[src/rtl/ctrl_bubble_stage.sv]
// Control-word bubble stage between the control unit and ID/EX.
// Inserts N NOP control words ahead of the instruction in ID, or kills it on flush.
module ctrl_bubble_stage #(
    parameter int                CTRL_W   = 24,
    parameter logic [CTRL_W-1:0] NOP_WORD = {CTRL_W{1'b0}},
    parameter int                CNT_W    = 3
) (
    input  logic              clk,
    input  logic              rst,
    input  logic [CTRL_W-1:0] ctrl_in,
    input  logic              bubble_req,
    input  logic [CNT_W-1:0]  bubble_cnt,
    input  logic              flush,
    input  logic              hold,
    output logic [CTRL_W-1:0] ctrl_out,
    output logic              ctrl_valid,
    output logic              busy,
    output logic [15:0]       nop_count,
    output logic              dbg_state
);

    // Handshake: busy is the stall request back to PC and IF/ID. While busy=1
    // the instruction in ID must stay put; ctrl_in is consumed only on a
    // rising edge with busy=0, hold=0 and flush=0. hold freezes this stage.

    typedef enum logic {
        ST_PASS   = 1'b0,
        ST_BUBBLE = 1'b1
    } state_t;

    state_t            state_q, state_d;
    logic [CNT_W-1:0]  rem_q, rem_d;
    logic [CTRL_W-1:0] ctrl_out_q, ctrl_out_d;
    logic              ctrl_valid_q, ctrl_valid_d;
    logic [15:0]       nop_count_q, nop_count_d;
    logic              req_ok;
    logic              load_nop;

    // A zero count is treated as no request at all.
    assign req_ok = bubble_req && (bubble_cnt != '0);

    always_comb begin
        state_d      = state_q;
        rem_d        = rem_q;
        ctrl_out_d   = ctrl_out_q;
        ctrl_valid_d = ctrl_valid_q;
        load_nop     = 1'b0;
        busy         = 1'b0;

        if (!flush) begin
            busy = (state_q == ST_BUBBLE) || req_ok;
        end

        if (flush) begin
            state_d  = ST_PASS;
            rem_d    = '0;
            load_nop = 1'b1;
        end else if (hold) begin
            state_d = state_q;
        end else begin
            case (state_q)
                ST_PASS: begin
                    if (req_ok) begin
                        rem_d    = bubble_cnt - CNT_W'(1);
                        state_d  = (bubble_cnt > CNT_W'(1)) ? ST_BUBBLE : ST_PASS;
                        load_nop = 1'b1;
                    end else begin
                        ctrl_out_d   = ctrl_in;
                        ctrl_valid_d = 1'b1;
                    end
                end
                ST_BUBBLE: begin
                    rem_d    = rem_q - CNT_W'(1);
                    state_d  = (rem_q <= CNT_W'(1)) ? ST_PASS : ST_BUBBLE;
                    load_nop = 1'b1;
                end
                default: begin
                    state_d = ST_PASS;
                    rem_d   = '0;
                end
            endcase
        end

        if (load_nop) begin
            ctrl_out_d   = NOP_WORD;
            ctrl_valid_d = 1'b0;
        end

        nop_count_d = nop_count_q;
        if (load_nop && (nop_count_q != 16'hFFFF)) begin
            nop_count_d = nop_count_q + 16'd1;
        end
    end

    always_ff @(posedge clk) begin
        if (rst) begin
            state_q      <= ST_PASS;
            rem_q        <= '0;
            ctrl_out_q   <= NOP_WORD;
            ctrl_valid_q <= 1'b0;
            nop_count_q  <= '0;
        end else begin
            state_q      <= state_d;
            rem_q        <= rem_d;
            ctrl_out_q   <= ctrl_out_d;
            ctrl_valid_q <= ctrl_valid_d;
            nop_count_q  <= nop_count_d;
        end
    end

    assign ctrl_out   = ctrl_out_q;
    assign ctrl_valid = ctrl_valid_q;
    assign nop_count  = nop_count_q;
    assign dbg_state  = state_q;

endmodule

[config.mk]
export PLATFORM = sky130hd
export DESIGN_NAME = ctrl_bubble_stage
export DESIGN_NICKNAME = d
export VERILOG_FILES = /design/src/rtl/ctrl_bubble_stage.sv
export SDC_FILE = /design/constraint.sdc
export NUM_CORES = 1
export LEC_CHECK = 0
export ABC_AREA = 1
export CORE_MARGIN = 5
export CORE_UTILIZATION = 30
export CTS_BUF_LIST = sky130_fd_sc_hd__clkbuf_8
export CTS_CLUSTER_DIAMETER = 80
export CTS_CLUSTER_SIZE = 10
export DETAILED_ROUTE_END_ITERATION = 7
export PLACE_DENSITY_LB_ADDON = 0.15
export SYNTH_ARGS = -nofsm -noshare
export SYNTH_HDL_FRONTEND = slang
export SYNTH_SLANG_ARGS = --single-unit
[constraint.sdc]
create_clock -name clk -period 1.9 [get_ports clk]
set_input_delay 0.19 -clock clk [delete_from_list [all_inputs] [get_ports clk]]
set_output_delay 0.19 -clock clk [all_outputs]
set_load 0.01 [all_outputs]
## Word-level counts from Yosys, hierarchy flattened

Index checks and enable logic that the tools add are counted.

| storage, ports and cells | value |
|---|---|
| output and inout port bits | 43 |
| flip-flop bits (word level) | 45 |
| input bits | 32 |

| cells by class | value |
|---|---|
| bitwise operators | 4 |
| magnitude comparators | 2 |
| add/subtract/negate cells | 3 |
| eq/ne operators | 2 |
| muxes and demuxes | 11 |
| reductions and logical operators | 8 |

Operators with widths:

| kind | count |
|---|---|
| $add A16 B1 Y16 const B | 1 |
| $ne A16 B16 Y1 const B | 1 |
| $mux W1 | 7 |
| $pmux W3 S2 | 1 |
| $sub A3 B1 Y3 const B | 2 |
| $not A1 Y1 | 4 |
| $pmux W1 S2 | 2 |
| $reduce_and A4 Y1 | 1 |
| $reduce_or A2 Y1 | 2 |
| $gt A3 B1 Y1 const B | 1 |
| $le A3 B1 Y1 const B | 1 |
| $mux W3 | 1 |
| $reduce_bool A3 Y1 | 1 |
| $logic_and A1 B1 Y1 | 2 |
| $ne A2 B2 Y1 const B | 1 |
| $reduce_and A2 Y1 | 1 |
| $logic_or A1 B1 Y1 | 1 |

## Logic depth before layout (Yosys ltp)

| logic depth | value |
|---|---|
| depth in word-level cells | 7 |
| mapped depth | 12 |
| gate-level depth less buffers | 12 |

## Least setup slack after synthesis

No wires, ideal clock.

| timing | value |
|---|---|
| path type | register to register |
| from | register nop_count_q[0], in the netlist nop_count[0] |
| to | register nop_count_q[1], in the netlist nop_count[1] |
| library setup time | 0.116 ns |
| arrival | 1.382 ns |
| stages on the path, launching flop included | 9 |
| path buffers | 0 |
| period minus slack after synthesis | 1.498 ns |
| slack | 0.402 ns |
| cell sequence | dfxtp_1 -> ha_1 -> nand2_2 -> nor2_4 -> nand2_1 -> nor2_2 -> nor2_4 -> o21ai_0 -> nor2_1 |

| on the way | value |
|---|---|
| cells in the longest elaborated chain, start to end | 2 |

RTL lines:

| item | line | RTL |
|---|---|---|
| start: declaration | 35 | `logic [15:0] nop_count_q, nop_count_d;` |
| start signal: assignment | 107 | `nop_count_q <= nop_count_d;` |
| parallel branches: the longest is 2 deep, another holds $add A16 B1 Y16 | -- |  |

Parallel ways; which one is timed is not known.
A chain may end at the register's enable or synchronous reset.

## Final worst setup path

| timing | value |
|---|---|
| from | input bubble_cnt[0] |
| to | output busy |

| on the way | value |
|---|---|
| cells in the longest elaborated chain, start to end | 4 |

RTL lines:

| item | line | RTL |
|---|---|---|
| start: declaration | 12 | `input logic [CNT_W-1:0] bubble_cnt,` |
| $reduce_bool A3 Y1 | 40 | `assign req_ok = bubble_req && (bubble_cnt != '0);` |
| $logic_and A1 B1 Y1 | 40 |  |
| $logic_or A1 B1 Y1 | 51 | `busy = (state_q == ST_BUBBLE) \|\| req_ok;` |
| $mux W1 | 50 | `if (!flush) begin` |
| end: declaration | 17 | `output logic busy,` |

No other way between the ends.

==> run metrics <==
initial antenna violation count 0; worst r2r path cells 10; P per Cell Area about 580 nW/um2; layout cell share with drive strength beyond 1 roughly a tenth; hold_buf cts 0; final core occ 44.8%; starting density of the core a little under a third; top-count cell post-synth nand2_1; maximum VDD drop 0.000245 V; gr ovfl total 0; GP Congestion slightly above 0.8; placed insts 486; Worst-Skew Late Latency between 0.2 and 0.3 ns; Crit. End Element primary output; I/O pin count 75; ANT cells 0; Post-DRT Antenna Nets 0; 1st-iter DRT viols 65; H-tree levels 2; Critical Path Start Type input port; # DRC 0; Final period util between 90 and 100%; port buffer count 74; clock sinks 45; largest net degree at the start of global routing 50; Hold Path Stages 2; worst-path maximum fanout 4; vias in the first global route a little under 2000; post-layout instance area approximately 3200 um2; post-synthesis cell type count 25; clock buffer count from CTS 5; #FFs+latches synth 45; outcome completed; Pre-Repair DR Iteration Count 4; Leak Pwr approximately 1.2 nW; worst min-delay path category reg -> reg; clock slew at reported path FFs approximately 0.10 ns; worst slew pin tran approximately 0.35 ns; Post-synth EDFFs 0; top post-synthesis cells by count nand2_1 (56), dfxtp_1 (45), inv_1 (44); Core ar. 7180 um2; number of max-cap violations 0; Total Routing Usage GR about 13%; WP data arrival 1.62 ns; final net count roughly 430; mapped cell area between 2000 and 2500 um2; Site Rows 31; fin. max-slew vios 0; RSZ-0062 raised after global routing false; post-DP HPWL ~4200 um; clk_skew 0.00987 ns; Fin Setup TNS 0 ns; post-synth top area share between 40% and 50%; total vias in the final route approximately 2200; final setup vio count 0; dpl cell area around 3000 um2; Crit Path Category in -> out; post-synth net total 348; DR vias/cell roughly 4.4; syn_area_per_cell around 7 um2; synth top area cells dfxtp_1 (41%), nand2_1 (9.6%), a21oi_1 (9.2%), inv_1 (7.6%), nor2_1 (6.5%); Max Freq 553 MHz; Die H 95.4 um; Post-synth top flop dfxtp_1; WL/cell 11.6 um; Die Width between 90 and 100 um; largest stage delay on the critical path about 0.47 ns; min cycle time layout between 1.5 and 2 ns; YS warnings 0; asr flop ratio synth 0%; final std cells w/o fill approximately 500; leading area contributor after synthesis dfxtp_1; CTS Buffer Depth 2; clk root buf clkbuf_8; CTS tree done; CP Data Required Time ~1.7 ns; P&R area growth vs syn 47.0%; Cells after Synth between 300 and 400; global-route wire length before repair 9190 um; CP Cell Sequence clkdlybuf4s50_1, inv_1, ha_1, ha_1, inv_1, nand2_2, a21oi_1, dlygate4sd2_1; Slowest-stage cell, CP clkdlybuf4s50_1; number of fillers in the final layout 732; Die ar. 9100 um2; Final Hold Fails 0; Max-slew headroom between 70% and 80%; overall power between 1.5 and 2 mW; reg2reg setup slack 0.20 ns; post-synthesis sequential area ratio between 40 and 50%; final wirelength 5750 um
-- worst max-delay path, delay by kind of cell --
kind | cells | cell delay, ns
adders and majority gates | 2 | 0.35
buffers and inverters | 4 | 0.86
AOI/OAI and AO/OA | 1 | 0.13
and+or+nand+nor | 1 | 0.07
-- report_power, final --
group,switching [mW],internal (mW)
Combinational,0.125,0.145
Clock,0.351,0.266
Sequential,0.0181,0.964
-- flip-flops by register name, indices dropped and copies added, names as in the netlist --
signal      count
ctrl_valid      1
dbg_state       1
rem_q           3
nop_count      16
ctrl_out       24
-- area by class of cell --
type / count / area, um2 / share of cell area, %
flip-flops and latches: 45 / 901 / 28.0
well taps: 99 / 124 / 3.85
clock inverters: 3 / 25.0 / 0.779
repair buffers: 86 / 855 / 26.6
multi-input cells: 210 / 1060 / 33.0
inverters: 48 / 180 / 5.61
clock buffers: 5 / 68.8 / 2.14
-- placed cells by master (no fill, tap or decap) --
| cell | count |
|---|---|
| nand3_1 | 9 |
| xor2_1 | 3 |
| ha_1 | 5 |
| nor2_2 | 3 |
| clkinvlp_4 | 1 |
| inv_2 | 4 |
| inv_1 | 44 |
| nor2_1 | 38 |
| buf_4 | 10 |
| o21ai_0 | 13 |
| nor3_1 | 2 |
| clkinv_4 | 1 |
| a211oi_1 | 2 |
| o22ai_1 | 1 |
| nand4_2 | 1 |
| dlygate4sd2_1 | 1 |
| o21ai_1 | 16 |
| nand2_1 | 55 |
| a21oi_2 | 1 |
| dfxtp_1 | 45 |
| clkdlybuf4s50_1 | 73 |
| buf_12 | 2 |
| clkbuf_8 | 5 |
| inv_6 | 1 |
| nand4_1 | 8 |
| nand2_2 | 7 |
| a21oi_1 | 40 |
| nor2_4 | 6 |
-- per-stage QoR --
step / hold WS [ns] / worst slack [ns]
finish: 0.447 / 0.0923
global placement: 0.430 / -0.242
floorplan: 0.259 / 0.402
global route: 0.469 / 0.00373
detailed placement: 0.434 / -0.308
CTS: 0.450 / 0.0175
-- metal layers --
metal	global-route usage (%)	wire length (um)	vias up	part of all wire [%]
li1	-	-	1169	-
met1	17.5	2770	938	48
met2	19.4	2620	53	46
met3	3.24	298	4	5.2
met4	3.91	51	0	0.89
met5	0	0	-	0
-- final timing paths --
check / to / from
setup / recovery: busy / bubble_cnt[0]
hold / removal: ctrl_out[13] / ctrl_out[13]
setup reg to reg: nop_count[14] / nop_count[0]
hold reg to reg: ctrl_out[13] / ctrl_out[13]
-- kinds of logic after synthesis --
logic type                 Yosys count  share of synthesized area [%]
buffers and inverters               57                           10.9
adders and majority gates            5                           2.86
and+or+nand+nor                    128                           26.7
AOI/OAI and AO/OA                   73                           17.2
xor gates and xnor gates             3                           1.20
DFF                                 45                           41.2
-- repair_timing --
| action | CTS | global route |
|---|---|---|
| resized for setup | 1 | 2 |
| pin swaps | 0 | 1 |
| gates cloned | 0 | 1 |
| endpoints found under the setup margin | 1 | 34 |
| buffers inserted | 0 | 1 |
Power figures use the tool's default switching activity.
